[src/rtl/audio_decim_deemph.sv]
// Single-pole de-emphasis IIR, decimator and saturating output stage for the
// FM audio path; hands samples to the audio sink over a valid/ready handshake.
module audio_decim_deemph #(
    parameter int WIDTH     = 32,
    parameter int OUT_WIDTH = 16,
    parameter int FRAC      = 8,
    parameter int SHIFT     = 2,
    parameter int DECIM     = 5
) (
    input  logic                        clk,
    input  logic                        rst,
    input  logic                        in_valid_i,
    input  logic signed [WIDTH-1:0]     data_i,
    input  logic                        deemph_en_i,
    output logic                        out_valid_o,
    input  logic                        out_ready_i,
    output logic signed [OUT_WIDTH-1:0] data_o,
    output logic                        overrun_o,
    input  logic                        overrun_clr_i
);

    localparam int ACC_W = WIDTH + FRAC + 1;
    localparam int Y_W   = ACC_W - FRAC;
    localparam int CNT_W = (DECIM > 1) ? $clog2(DECIM) : 1;
    localparam logic [CNT_W-1:0] CNT_LAST = CNT_W'(DECIM - 1);

    localparam logic signed [Y_W-1:0] Y_MAX =
        {{(Y_W-OUT_WIDTH+1){1'b0}}, {(OUT_WIDTH-1){1'b1}}};
    localparam logic signed [Y_W-1:0] Y_MIN = ~Y_MAX;
    localparam logic signed [OUT_WIDTH-1:0] OUT_MAX = {1'b0, {(OUT_WIDTH-1){1'b1}}};
    localparam logic signed [OUT_WIDTH-1:0] OUT_MIN = {1'b1, {(OUT_WIDTH-1){1'b0}}};

    logic signed [ACC_W-1:0]     acc_q, acc_d;
    logic        [CNT_W-1:0]     cnt_q, cnt_d;
    logic                        pending_q, pending_d;
    logic                        valid_q, valid_d;
    logic signed [OUT_WIDTH-1:0] data_q, data_d;
    logic                        overrun_q, overrun_d;

    logic signed [ACC_W-1:0]     x;
    logic signed [ACC_W-1:0]     diff;
    logic signed [ACC_W-1:0]     step;
    logic signed [Y_W-1:0]       y_full;
    logic signed [OUT_WIDTH-1:0] y_sat;

    // Input promoted to the accumulator's fixed-point grid with guard bits.
    assign x    = $signed({{(FRAC+1){data_i[WIDTH-1]}}, data_i}) <<< FRAC;
    assign diff = x - acc_q;
    assign step = diff >>> SHIFT;

    assign y_full = acc_q[ACC_W-1:FRAC];

    always_comb begin
        y_sat = y_full[OUT_WIDTH-1:0];
        if (y_full > Y_MAX) begin
            y_sat = OUT_MAX;
        end else if (y_full < Y_MIN) begin
            y_sat = OUT_MIN;
        end
    end

    always_comb begin
        acc_d     = acc_q;
        cnt_d     = cnt_q;
        pending_d = 1'b0;
        if (in_valid_i) begin
            acc_d = deemph_en_i ? (acc_q + step) : x;
            if (cnt_q == CNT_LAST) begin
                cnt_d     = '0;
                pending_d = 1'b1;
            end else begin
                cnt_d = cnt_q + CNT_W'(1);
            end
        end
    end

    // A held sample that is not being taken this cycle wins over a new one.
    always_comb begin
        valid_d   = valid_q;
        data_d    = data_q;
        overrun_d = overrun_q;
        if (overrun_clr_i) begin
            overrun_d = 1'b0;
        end
        if (pending_q) begin
            if (!valid_q || out_ready_i) begin
                valid_d = 1'b1;
                data_d  = y_sat;
            end else begin
                overrun_d = 1'b1;
            end
        end else if (valid_q && out_ready_i) begin
            valid_d = 1'b0;
        end
    end

    always_ff @(posedge clk) begin
        if (rst) begin
            acc_q     <= '0;
            cnt_q     <= '0;
            pending_q <= 1'b0;
            valid_q   <= 1'b0;
            data_q    <= '0;
            overrun_q <= 1'b0;
        end else begin
            acc_q     <= acc_d;
            cnt_q     <= cnt_d;
            pending_q <= pending_d;
            valid_q   <= valid_d;
            data_q    <= data_d;
            overrun_q <= overrun_d;
        end
    end

    assign out_valid_o = valid_q;
    assign data_o      = data_q;
    assign overrun_o   = overrun_q;

endmodule

[config.mk]
export PLATFORM = sky130hd
export DESIGN_NAME = audio_decim_deemph
export DESIGN_NICKNAME = d
export VERILOG_FILES = /design/src/rtl/audio_decim_deemph.sv
export SDC_FILE = /design/constraint.sdc
export NUM_CORES = 1
export LEC_CHECK = 0
export CAP_MARGIN = 5
export CORE_MARGIN = 4
export CORE_UTILIZATION = 35
export CTS_CLUSTER_SIZE = 24
export DETAILED_ROUTE_END_ITERATION = 10
export DONT_BUFFER_PORTS = 1
export GPL_ROUTABILITY_DRIVEN = 1
export PLACE_DENSITY_LB_ADDON = 0.2
export SYNTH_ARGS = -nofsm -noshare
export SYNTH_HDL_FRONTEND = slang
export SYNTH_SLANG_ARGS = --single-unit
export TNS_END_PERCENT = 20
[constraint.sdc]
create_clock -name clk -period 5.8 [get_ports clk]
set_clock_uncertainty 0.1 [all_clocks]
set_input_delay 1.16 -clock clk [delete_from_list [all_inputs] [get_ports clk]]
set_output_delay 1.16 -clock clk [all_outputs]
set_load 0.05 [all_outputs]
### Yosys cells after proc, flatten, opt, wreduce, memory -nomap -nowiden

Index checks and enable logic that the tools add are counted.

| cells by class | value |
|---|---|
| add/sub/neg operators | 3 |
| $lt $le $gt $ge | 2 |
| equal/unequal tests | 2 |
| multiplexer cells | 11 |
| bitwise operators | 1 |
| reduce and logical (&&, ||, !) cells | 7 |

Operator list:

| cell | number |
|---|---|
| 41-bit by 39-bit adder with 41-bit output | 1 |
| 41-bit 2-to-1 mux | 1 |
| 40-bit by 41-bit subtractor with 41-bit output | 1 |
| 33-bit by 16-bit greater-than comparator with 1-bit output (second input constant) | 1 |
| 33-bit by 16-bit less-than comparator with 1-bit output (second input constant) | 1 |
| 16-bit 2-to-1 mux | 2 |
| 1-bit 2-to-1 mux | 7 |
| 2-bit AND reduction | 2 |
| 3-bit by 1-bit adder with 3-bit output (second input constant) | 1 |
| 3-bit == test (second input constant) | 1 |
| 3-bit 2-to-1 mux | 1 |
| 2-bit by 1-bit inequality test with 1-bit output (second input constant) | 1 |
| 2-bit nonzero test | 1 |
| 2-bit OR reduction | 1 |
| 1-bit logical AND | 1 |
| 1-bit zero test | 1 |
| 1-bit logical OR | 1 |
| 1-bit inverter | 1 |

| word-level totals | value |
|---|---|
| register bits | 63 |
| word-level logic and storage cells | 32 |

### Depth between registers and ports, before layout

| logic depth | value |
|---|---|
| word-level depth | 4 |
| gate-level depth with buffers | 23 |
| mapped depth without buffers | 22 |

### Worst setup path before layout

Ideal clock, no wire load.

| path | value |
|---|---|
| path kind | input to register |
| start point | input port data_i[1] |
| end point | register acc_q[40] |
| data arrival time | 5395 ps |
| required time | 5565 ps |
| path slack | 170 ps |
| cell stages on the path | 20 |
| buffers on the path | 1 |
| cell sequence | ha_1 -> a211oi_1 -> o21ai_0 -> o21a_1 -> o31a_1 -> o21a_1 -> o31a_1 -> o41ai_2 -> o21bai_1 -> a21oi_1 -> xnor2_1 -> ha_1 -> clkbuf_1 -> and3_1 -> or4_1 -> o211ai_1 -> o21ai_0 -> xnor2_1 -> mux2i_1 -> o311ai_1 |

| between the ends | value |
|---|---|
| cells in the longest elaborated chain, start to end | 3 |

RTL lines:

| element | RTL line | RTL |
|---|---|---|
| start, declared | 13 | `input logic signed [WIDTH-1:0] data_i,` |
| 40-bit by 41-bit subtractor with 41-bit output | 48 | `assign diff = x - acc_q;` |
| 41-bit by 39-bit adder with 41-bit output | 67 | `acc_d = deemph_en_i ? (acc_q + step) : x;` |
| 41-bit 2-to-1 mux | 67 |  |
| end signal, assigned | 99 | `acc_q <= '0;` |
| end signal, assigned | 106 | `acc_q <= acc_d;` |
| end, declared | 33 | `logic signed [ACC_W-1:0] acc_q, acc_d;` |

Every way passes these cells.
A chain may end at the register's enable or synchronous reset.

### Final worst setup path

Same ends and word-level chain as after synthesis.

==> summary by stage <==
Outcome
The run finished with clean final reports.

Detailed routing
Summing over every cut layer, the via total after detailed routing is 5856. The count of nets left with antenna violations once routing finished came out at 0. The violation count after the first detailed-routing iteration is 307.

The detailed-router iteration count before antenna repair is 4. After detailed routing, the total wire length is 18.20 mm. After detailed routing, the number of remaining DRC violations is 0. The post-detailed-route via-to-cell ratio is 5.504. In the final routed layout, each cell accounts on average for 17.11 µm.

Placed design
The count of buffers added on input and output ports is 0. The half-perimeter wire length after detailed placement is 13.97 mm. The post-placement worst setup slack is -0.1047 ns.

The last weighted congestion value of the routability-driven placer is 0.8607.

Floorplanning
The height of the die is 141.6 µm. The number of placement rows is 48. For this configuration, the core starts out at a cell density of 35.88%. 56 I/O pins were placed. The floorplan step set the die width to 141.6 µm. The die covers 20060 µm².

The area of the core region is 17420 µm².

Timing
Headroom to the max-slew limit came out at 26.31%. The ratio of final minimum period to clock period is 93.50%. The number of hold violations in the final report is 0. The final setup violation count is 0.

Setup slack closes at 0.3767 ns. The number of pins exceeding their max-slew limit in the final report is 0. The fmax is 184.4 MHz. At the pin with the least slew margin, the transition time is 1.105 ns. The clock period minus worst slack is 5.423 ns. Setup repair after global routing left no endpoint under its margin. Setup total negative slack on the finished layout was measured at 0 ns.

Logic synthesis
The post-synthesis cell type count is 68. Counting flops with a built-in enable in the synthesized netlist gives 0. The post-synthesis instance area is 6250 µm². The number of instances in the synthesized netlist is 822. sky130_fd_sc_hd__a21oi_1 is the most common cell in the netlist. Counting flops with an async set or reset pin after synthesis yields a share of 0%. The post-synthesis average cell area is 7.603 µm².

The largest total area in the synthesized netlist belongs to sky130_fd_sc_hd__dfxtp_1. In the synthesized netlist, the cells that appear most often are sky130_fd_sc_hd__a21oi_1, sky130_fd_sc_hd__ha_1, sky130_fd_sc_hd__nor2_1. The share of synthesized area in the top cell type comes to 20.18%.

Synthesis inferred 63 register bits. The sequential cell area fraction in the yosys report is 20.18%. After synthesis, the cell types taking the most area are sky130_fd_sc_hd__dfxtp_1, sky130_fd_sc_hd__ha_1, sky130_fd_sc_hd__a21oi_1. For this run, the number of Yosys warnings is 0. Counting every net in the synthesized netlist gives 940.

The main flop type after synthesis is sky130_fd_sc_hd__dfxtp_1.

Worst hold path
For hold timing, the worst endpoint is pending_q. The class of the worst hold path is flip-flop to flip-flop. The startpoint of the lowest-slack hold path is cnt_q[2].

The worst hold path passes through 2 cells.

Clock tree
TritonCTS created 9 clock buffers. After clock tree synthesis, the setup repair step added 0 buffers. The clock transition at the registers of the reported paths is 0.06 ns. In this run the clock root is driven by a sky130_fd_sc_hd__clkbuf_16. The buffer depth of the longest clock path is 2. The hold buffer count at CTS is 0. The clock tree from TritonCTS is built.

Clock latency on the worst-skew pair, taken at its later pin, is 0.34 ns. Post-CTS repair changed the size of 0 cells. The H-tree was split into 3 levels. For this design, the sink count on the clock tree is 63.

Critical path
For the worst setup path, the data arrival time is 5.54 ns. The largest delay contributor family on the critical path is compound AO/OA/AOI/OAI gates. The depth of the most critical reg-to-reg path is 20. Counting both buffers and inverters, the worst setup path holds a total of 0.

The reg-to-reg endpoint is acc_q[40]. STA puts the critical path data required time at 5.92 ns. The capturing element type of the critical path is a flip-flop. The setup path with the least slack is of type primary input to flip-flop.

Setup slack on the worst reg-to-reg path comes out at 0.71 ns. The launch instance of the worst register-to-register path is acc_q[9]. The critical path's slowest cell is sky130_fd_sc_hd__or4_1. The largest single stage delay on the critical path is 0.47 ns. The worst setup path is launched from a primary input. Walking the worst path, the cells encountered are ha_1 > a211oi_2 > o21ai_0 > o21a_1 > o31a_1 > o21a_1 > o31a_1 > o41ai_4 > o21bai_1 > a21oi_1 > xnor2_1 > ha_1 > and3_1 > or4_1 > o211ai_1 > o21ai_0 > xnor2_1 > mux2i_1 > o311ai_1. Along the worst path, the maximum fanout reaches 3.

Job
The tool flagged a number of max-cap violations equal to 0.

Global route
The number of antenna violations at the first check in global routing is 0. The first-pass GRT wire length is 29.72 mm. The via count of the first global-routing pass is 5754. Entering global routing, the biggest net connects 63 pins.

For this run, the total global-route usage over all layers was measured as 18.22%. After global routing the overflow that remains totals 0.

Pwr
Power spread over the standard cell area amounts to 440.2 nW/µm². In this run the static leakage power is 2.961 nW. The worst-case IR drop observed on VDD is 0.1616 mV. The total chip power is 3.078 mW.

Layout
The fraction of layout instances using a drive strength above 1 is 7.867%. The layout overhead on the synthesized area is 11.89%. The repair_antennas step left the layout with diodes totalling 0. The net count of the finished layout is 952.
[state kept, by name, summed over array words and instances, names as in the netlist]
register	cells
acc_q	41
cnt_q	3
pending_q	1
overrun_o	1
out_valid_o	1
data_o	16
[per-stage QoR]
stage | hold slack, ns | instances | instance area, µm² | util (%)
floorplan | 0.3414 | 822 | 6250 | -
global placement | 0.3635 | 1048 | 6648 | 38.17
detailed placement | 0.3644 | 1048 | 6648 | 38.17
CTS | 0.3797 | 1064 | 6969 | 40.01
global route | 0.3986 | 1064 | 6993 | 40.15
finish | 0.3780 | 1064 | 6993 | 40.15
[tightest hold or removal path, delay by kind of cell (launching register included)]
kind / cells / cell delay (ns)
simple gates: 2 / 0.11
flops: 1 / 0.33
[how the worst max path moves through the flow]
stage               slack (ns)       from        end  depth (start not counted)
floorplan                 0.17  data_i[1]  acc_q[40]                         20
global placement         -0.04  data_i[1]  acc_q[40]                         21
detailed placement       -0.10  data_i[1]  acc_q[40]                         21
CTS                       0.23  data_i[1]  acc_q[40]                         21
global route              0.01  data_i[1]  acc_q[40]                         21
finish                    0.38  data_i[1]  acc_q[40]                         19
[routing by layer]
| metal | global-route usage [%] | up-vias | routed length (µm) |
|---|---|---|---|
| met1 | 24.14 | 2729 | 8749 |
| met4 | 3.586 | 0 | 208 |
| met3 | 4.752 | 13 | 925 |
| met5 | 0 | - | 0 |
| met2 | 30.05 | 91 | 8321 |
| li1 | - | 3023 | - |
[cell type report]
| cell class | count | area [µm²] |
|---|---|---|
| Fill cell | 1820 | 10420 |
| Multi-Input combinational cell | 678 | 4701 |
| Sequential cell | 63 | 1261 |
| Tap cell | 225 | 281.5 |
| Timing Repair Buffer | 32 | 240.2 |
| Clock buffer | 9 | 225.2 |
| Inverter | 50 | 187.7 |
| Clock inverter | 7 | 96.34 |
[cell usage in the layout, fill, tap and decap left out, types with 5 or more instances in the layout]
cell type	instances
sky130_fd_sc_hd__a211oi_1	21
sky130_fd_sc_hd__a21o_1	23
sky130_fd_sc_hd__a21oi_1	93
sky130_fd_sc_hd__a221oi_1	7
sky130_fd_sc_hd__a22oi_1	9
sky130_fd_sc_hd__a31oi_1	7
sky130_fd_sc_hd__and3_1	7
sky130_fd_sc_hd__buf_4	32
sky130_fd_sc_hd__clkbuf_16	9
sky130_fd_sc_hd__dfxtp_1	63
sky130_fd_sc_hd__ha_1	79
sky130_fd_sc_hd__inv_1	49
sky130_fd_sc_hd__mux2i_1	17
sky130_fd_sc_hd__nand2_1	64
sky130_fd_sc_hd__nand2b_1	8
sky130_fd_sc_hd__nand3_1	12
sky130_fd_sc_hd__nand4_1	14
sky130_fd_sc_hd__nor2_1	77
sky130_fd_sc_hd__nor2b_1	12
sky130_fd_sc_hd__nor3_1	16
sky130_fd_sc_hd__nor4_1	7
sky130_fd_sc_hd__o211ai_1	5
sky130_fd_sc_hd__o21a_1	8
sky130_fd_sc_hd__o21ai_0	55
sky130_fd_sc_hd__o21bai_1	7
sky130_fd_sc_hd__xnor2_1	38
sky130_fd_sc_hd__xor2_1	26
[logic make-up after synthesis]
family / Yosys count / share of synthesized area (%)
AO/OA/AOI/OAI: 274 / 28.21
AND/OR/NAND/NOR: 243 / 18.80
buffers and inverters: 81 / 4.985
adder cells (fa/ha/maj): 80 / 16.14
XOR/XNOR: 64 / 8.969
flip-flops: 63 / 20.18
multiplexers: 17 / 2.723
[report_power, final]
group          switching (mW)  internal, mW  leakage (nW)
clock network           0.223         0.378         0.160
registers              0.0743         0.486         0.516
logic                    1.06         0.861          2.28
Note: power is estimated with default switching activity, not from simulation.
